==> src/rtl/multicycle_controller.sv <==
// Purpose: sequences the shared RV32I multi-cycle datapath by driving PC, IR, ALU, immediate and memory controls each cycle.
// Latency: lw 5, sw 4, R/I 4, branch 3, jal 4, jalr 5 cycles with mem_ready high; each mem_ready-low cycle adds one.
// Backpressure: FETCH, MEMREAD and MEMWRITE hold while mem_ready is low, with no enable pulses except the held mem_write.
// Ports:
//   clk, reset                  clock and synchronous active-high reset
//   op, funct3, funct7_5        instruction fields from the instruction register
//   zero, lt, ltu               ALU flags used to resolve branches
//   mem_ready                   unified memory completes the current access this cycle
//   pc_write, ir_write, reg_write, mem_write, adr_src   datapath enables and memory address select
//   result_src, alu_src_a, alu_src_b, alu_control, imm_src   datapath selects
//   instr_done                  one-cycle retire pulse
//   illegal                     sticky trap flag, cleared only by reset
module multicycle_controller (
    input  logic       clk,
    input  logic       reset,
    input  logic [6:0] op,
    input  logic [2:0] funct3,
    input  logic       funct7_5,
    input  logic       zero,
    input  logic       lt,
    input  logic       ltu,
    input  logic       mem_ready,
    output logic       pc_write,
    output logic       adr_src,
    output logic       mem_write,
    output logic       ir_write,
    output logic       reg_write,
    output logic [1:0] result_src,
    output logic [1:0] alu_src_a,
    output logic [1:0] alu_src_b,
    output logic [2:0] alu_control,
    output logic [1:0] imm_src,
    output logic       instr_done,
    output logic       illegal
);

    localparam logic [6:0] OP_LOAD   = 7'b0000011;
    localparam logic [6:0] OP_STORE  = 7'b0100011;
    localparam logic [6:0] OP_R      = 7'b0110011;
    localparam logic [6:0] OP_I      = 7'b0010011;
    localparam logic [6:0] OP_BRANCH = 7'b1100011;
    localparam logic [6:0] OP_JAL    = 7'b1101111;
    localparam logic [6:0] OP_JALR   = 7'b1100111;

    typedef enum logic [3:0] {
        S_FETCH, S_DECODE, S_MEMADR, S_MEMREAD, S_MEMWB, S_MEMWRITE, S_EXECR,
        S_EXECI, S_ALUWB, S_BRANCH, S_JAL, S_JALR_ADDR, S_JALR_JUMP, S_TRAP
    } state_t;

    typedef enum logic [1:0] {
        ALU_ADD, ALU_SUB, ALU_FUNCT
    } alu_op_e;

    // State-only (Moore) part of the control word; registered from the next state.
    typedef struct packed {
        logic       pc_write;
        logic       adr_src;
        logic       mem_write;
        logic       reg_write;
        logic       instr_done;
        logic [1:0] result_src;
        logic [1:0] alu_src_a;
        logic [1:0] alu_src_b;
        alu_op_e    alu_op;
    } ctl_t;

    state_t state_q, state_d, decode_next;
    ctl_t   ctl_q;
    logic   illegal_q;
    logic   taken;

    function automatic ctl_t ctl_of(input state_t s);
        ctl_t c;
        c = '0;
        case (s)
            S_FETCH: begin
                c.result_src = 2'b10;
                c.alu_src_b  = 2'b10;
            end
            S_DECODE: begin
                c.alu_src_a = 2'b01;
                c.alu_src_b = 2'b01;
            end
            S_MEMADR, S_JALR_ADDR, S_EXECI: begin
                c.alu_src_a = 2'b10;
                c.alu_src_b = 2'b01;
                if (s == S_EXECI) c.alu_op = ALU_FUNCT;
            end
            S_MEMREAD: c.adr_src = 1'b1;
            S_MEMWB: begin
                c.result_src = 2'b01;
                c.reg_write  = 1'b1;
                c.instr_done = 1'b1;
            end
            S_MEMWRITE: begin
                c.adr_src   = 1'b1;
                c.mem_write = 1'b1;
            end
            S_EXECR: begin
                c.alu_src_a = 2'b10;
                c.alu_op    = ALU_FUNCT;
            end
            S_ALUWB: begin
                c.reg_write  = 1'b1;
                c.instr_done = 1'b1;
            end
            S_BRANCH: begin
                c.alu_src_a  = 2'b10;
                c.alu_op     = ALU_SUB;
                c.instr_done = 1'b1;
            end
            S_JAL, S_JALR_JUMP: begin
                c.alu_src_a = 2'b01;
                c.alu_src_b = 2'b10;
                c.pc_write  = 1'b1;
            end
            default: ;
        endcase
        return c;
    endfunction

    // Opcode dispatch with the unsupported-encoding checks folded in.
    always_comb begin
        decode_next = S_TRAP;
        case (op)
            OP_LOAD, OP_STORE: if (funct3 == 3'b010) decode_next = S_MEMADR;
            OP_R: begin
                if (funct3 != 3'b001 && funct3 != 3'b101 && !(funct7_5 && funct3 != 3'b000))
                    decode_next = S_EXECR;
            end
            OP_I:      if (funct3 != 3'b001 && funct3 != 3'b101) decode_next = S_EXECI;
            OP_BRANCH: if (funct3 != 3'b010 && funct3 != 3'b011) decode_next = S_BRANCH;
            OP_JAL:    decode_next = S_JAL;
            OP_JALR:   if (funct3 == 3'b000) decode_next = S_JALR_ADDR;
            default: ;
        endcase
    end

    always_comb begin
        state_d = state_q;
        case (state_q)
            S_FETCH:     if (mem_ready) state_d = S_DECODE;
            S_DECODE:    state_d = decode_next;
            S_MEMADR:    state_d = (op == OP_LOAD) ? S_MEMREAD : S_MEMWRITE;
            S_MEMREAD:   if (mem_ready) state_d = S_MEMWB;
            S_MEMWB:     state_d = S_FETCH;
            S_MEMWRITE:  if (mem_ready) state_d = S_FETCH;
            S_EXECR:     state_d = S_ALUWB;
            S_EXECI:     state_d = S_ALUWB;
            S_ALUWB:     state_d = S_FETCH;
            S_BRANCH:    state_d = S_FETCH;
            S_JAL:       state_d = S_ALUWB;
            S_JALR_ADDR: state_d = S_JALR_JUMP;
            S_JALR_JUMP: state_d = S_ALUWB;
            S_TRAP:      state_d = S_TRAP;
            default:     state_d = S_TRAP;
        endcase
    end

    always_ff @(posedge clk) begin
        if (reset) begin
            state_q   <= S_FETCH;
            ctl_q     <= ctl_of(S_FETCH);
            illegal_q <= 1'b0;
        end else begin
            state_q <= state_d;
            ctl_q   <= ctl_of(state_d);
            if (state_d == S_TRAP) illegal_q <= 1'b1;
        end
    end

    always_comb begin
        case (funct3)
            3'b000:  taken = zero;
            3'b001:  taken = !zero;
            3'b100:  taken = lt;
            3'b101:  taken = !lt;
            3'b110:  taken = ltu;
            3'b111:  taken = !ltu;
            default: taken = 1'b0;
        endcase
    end

    always_comb begin
        alu_control = 3'b000;
        case (ctl_q.alu_op)
            ALU_SUB: alu_control = 3'b001;
            ALU_FUNCT: begin
                case (funct3)
                    // Only the register form uses funct7_5 as a subtract select; in op-imm it is an immediate bit.
                    3'b000:  alu_control = (op == OP_R && funct7_5) ? 3'b001 : 3'b000;
                    3'b100:  alu_control = 3'b100;
                    3'b110:  alu_control = 3'b011;
                    3'b111:  alu_control = 3'b010;
                    3'b010:  alu_control = 3'b101;
                    3'b011:  alu_control = 3'b110;
                    default: alu_control = 3'b000;
                endcase
            end
            default: alu_control = 3'b000;
        endcase
    end

    always_comb begin
        case (op)
            OP_STORE:  imm_src = 2'b01;
            OP_BRANCH: imm_src = 2'b10;
            OP_JAL:    imm_src = 2'b11;
            default:   imm_src = 2'b00;
        endcase
    end

    // Handshake-dependent enables are gated here; reset masks every enable in the same cycle.
    assign pc_write   = !reset && (ctl_q.pc_write
                                   || (state_q == S_FETCH && mem_ready)
                                   || (state_q == S_BRANCH && taken));
    assign ir_write   = !reset && state_q == S_FETCH && mem_ready;
    assign mem_write  = !reset && ctl_q.mem_write;
    assign reg_write  = !reset && ctl_q.reg_write;
    assign instr_done = !reset && (ctl_q.instr_done || (state_q == S_MEMWRITE && mem_ready));
    assign adr_src    = ctl_q.adr_src;
    assign result_src = ctl_q.result_src;
    assign alu_src_a  = ctl_q.alu_src_a;
    assign alu_src_b  = ctl_q.alu_src_b;
    assign illegal    = illegal_q;

endmodule
==> config.mk <==
export PLATFORM = sky130hd
export DESIGN_NAME = multicycle_controller
export DESIGN_NICKNAME = d
export VERILOG_FILES = /design/src/rtl/multicycle_controller.sv
export SDC_FILE = /design/constraint.sdc
export NUM_CORES = 1
export LEC_CHECK = 0
export CAP_MARGIN = 0
export CORE_MARGIN = 4
export CORE_UTILIZATION = 53
export DETAILED_ROUTE_END_ITERATION = 10
export GPL_ROUTABILITY_DRIVEN = 1
export GPL_TIMING_DRIVEN = 1
export PLACE_DENSITY_LB_ADDON = 0.15
export SLEW_MARGIN = 40
export SYNTH_ARGS = -nofsm -noshare
export SYNTH_HDL_FRONTEND = slang
export SYNTH_SLANG_ARGS = --single-unit
==> constraint.sdc <==
create_clock -name clk -period 3.7 [get_ports clk]
set_clock_uncertainty 0.15 [all_clocks]
set_input_delay 0.74 -clock clk [delete_from_list [all_inputs] [get_ports clk]]
set_output_delay 0.74 -clock clk [all_outputs]
set_load 0.005 [all_outputs]
==> flow_metrics.tcl <==
set metrics [dict create \
    hold_ws_ns 0.3349 \
    crit_family "buffers and inverters" \
    drt-initial-drc-count 68 \
    cp_max_fo 8 \
    placedInstanceArea_mm2 0.001708 \
    wl_per_cell_um 14.47 \
    fmax_ghz 0.2915 \
    grt_max_degree 16 \
    die_x_um 60.31 \
    synth_top_family_by_area "simple AND/OR/NAND/NOR gates" \
    startpoint "funct3[0]" \
    drt_pass1_iterations 4 \
    start_util_pct 56.98 \
    preCtsSetupSlack_ns 0.2359 \
    cts_hold_buffers 0 \
    ys.flop_type "dfxtp_1" \
    yosysTopAreaCell "dfxtp_1" \
    drv_cap 0 \
    final.setup.tns_ns 0 \
    crit_buf_inv 2 \
    cts_tree "yes" \
    r2r-start "state_q[1]$_SDFF_PP0_" \
    worstMarginPinSlew_ns 0.5155 \
    crit_path_start_kind "input port" \
    endpoint_kind "output port" \
    n_antenna_cell 0 \
    post_cts_buffers 0 \
    synth_fa_ha_area_share_pct 1.726 \
    netlist.area_leader.share_pct 24.85 \
    min_from "illegal$_SDFFE_PP0N_" \
    io_buffers 34 \
    leakage_nw 0.6122 \
    cts_buffers 3 \
    syn-cell-area_mm2 0.001450 \
    vias_per_cell 5.776 \
    coreArea_mm2 0.002545 \
    clk_pin_slew_ns 0.11 \
    fin_nets 218 \
    via_count 1317 \
    cts_sinks 18 \
    num_io_pins 35 \
    ant_nets 0 \
    grt_usage_pct 19.77 \
    synthSimpleGateAreaFrac_pct 32.53 \
    power_density_mw_per_mm2 287.3 \
    gp_congestion 0.7879 \
    synth-compound-area-share_pct 24.50 \
    ys_types 59 \
    setup.worst_path.class "in2out" \
    vdd_ir_drop_max_v 0.0002464 \
    place_hpwl_um 2525 \
    final.setup.worst_slack_ns 0.2692 \
    fp.dieArea_mm2 0.003637 \
    syn2layout_area_growth_pct 20.28 \
    synth_seq_cells 18 \
    synth_seq_area_share_pct 24.85 \
    crit_chain "clkdlybuf4s50_1, xor2_1, o21ai_0, o21ai_0, nand3_1, a31oi_1, clkdlybuf4s50_1" \
    clk_latency_ns 0.29 \
    synthXorXnorAreaFrac_pct 3.020 \
    clock_path_buffers 2 \
    ys_warn_count 0 \
    synth_area_per_cell_um2 8.287 \
    antenna_found_initial 0 \
    first_global_vias 1257 \
    crit_required_ns 2.81 \
    fin_area_mm2 0.001744 \
    relSlewSlack_pct 65.64 \
    critPathMaxStageDelay_ns 0.66 \
    grt_pass1_wl_um 5637 \
    drive_gt1_share_pct 13.13 \
    fp.dieH_um 60.31 \
    hold_path_class "reg2reg" \
    drv_slew 0 \
    drcViolationCount 0 \
    synth_fp_nets 194 \
    rsz0062_at_grt "false" \
    synth.area.mux_share_pct 0.6903 \
    ctsResizeCount 0 \
    fin_crit_ns 3.431 \
    rows 18 \
    synth_area_leaders "dfxtp_1, nor2_1, buf_4, a21oi_1, buf_6" \
    status "completed" \
    synth-edff-count 0 \
    htree_levels 1 \
    cp_slowest_cell "clkdlybuf4s50_1" \
    grt-ovfl-total 0 \
    arrival_ns 2.54 \
    async_flop_share_pct 0 \
    period_share_pct 92.72 \
    finalHoldViolCount 0 \
    synthCells 175 \
    wl_um 3300 \
    setup_viol 0 \
    root_buffer "clkbuf_4" \
]
-- flip-flops by register name, summed over array words and instances, names as in the netlist --
| signal | flops |
|---|---|
| ctl_q | 6 |
| state_q | 4 |
| alu_src_a | 2 |
| alu_src_b | 2 |
| result_src | 2 |
| adr_src | 1 |
| illegal | 1 |
-- cell usage after synthesis, types with 2 or more instances --
cell type and number:
dfxtp_1 18, nor2_1 17, nand2_1 12, a21oi_1 9, buf_4 7, inv_1 6
nor3_1 6, a31oi_1 5, buf_2 5, buf_6 4, nand2b_1 4, nand3_1 4
nor2b_1 4, nor3b_1 4, nor4_1 4, o21ai_0 4, o21ai_1 4, or3_1 4
nand4b_1 3, xor2_1 3, a21o_1 2, clkbuf_1 2, clkbuf_8 2, ha_1 2
nand2b_2 2, o211a_1 2, o211ai_1 2, o21ai_2 2, xnor2_1 2
-- final cells by class --
type,count,area (um^2)
inverter,7,26.28
sequential,18,360.3
clock buffer,4,36.28
multi-input combinational,130,905.9
timing repair buffer,39,377.9
fill,220,800.8
tap,30,37.54
-- logic make-up after synthesis --
group                      Yosys count
xor gates and xnor gates             5
AOI/OAI and AO/OA                   43
and+or+nand+nor                     79
muxes                                1
adders and majority gates            2
DFF                                 18
buffers and inverters               27
-- report_power, final --
group          total [mW]  internal (mW)  switching, mW
sequential          0.220          0.207         0.0125
clock               0.124         0.0600         0.0642
combinational       0.157         0.0794         0.0780
-- tightest hold or removal path, stage by stage, from the launching register on --
cell and delay (ns):
dfxtp_1 0.32, inv_1 0.06, a21oi_1 0.06
-- path summary, 6_finish.rpt --
kind	endpoint	slack (ns)	cells after the start
max	pc_write	0.27	7
min reg2reg	illegal$_SDFFE_PP0N_	0.33	2
max reg2reg	illegal$_SDFFE_PP0N_	1.30	6
min	illegal$_SDFFE_PP0N_	0.33	2
-- stage by stage --
step / instances / power, mW / utilization [%]
finish: 228 / 0.5012 / 68.53
floorplan: 175 / 0.3338 / -
detailed placement: 224 / 0.3800 / 67.11
global route: 228 / 0.5298 / 68.53
CTS: 228 / 0.5027 / 68.53
global placement: 224 / 0.3747 / 67.11
-- routing by layer --
layer  share of wire, %  track usage (%)  vias to the layer above
met5                  0                0                        -
met2                 48            30.86                       31
met4               0.76            5.063                        0
met3                3.6            3.456                        5
met1                 47            28.09                      618
li1                   -                -                      663
-- cells in the final DEF (no fill, tap or decap), types with 2 or more instances in the layout --
master           netlist  routed
nand4b_1               3       3
or3_1                  4       4
ha_1                   2       2
nand2b_2               2       2
nand2b_1               4       4
nor3b_1                4       4
o21ai_0                4       4
o21ai_1                4       4
nor4_1                 4       4
nor3_1                 6       6
nand2_1               12      12
buf_4                  7       5
nor2b_1                4       4
a21o_1                 2       2
nand3_1                4       4
clkdlybuf4s50_1        0      34
a21oi_1                9       9
inv_1                  6       6
xor2_1                 3       3
xnor2_1                2       2
o211ai_1               2       2
dfxtp_1               18      18
nor2_1                17      17
clkbuf_4               0       3
a31oi_1                5       5
o211a_1                2       2
o21ai_2                2       2
Note: power is estimated with default switching activity, not from simulation.
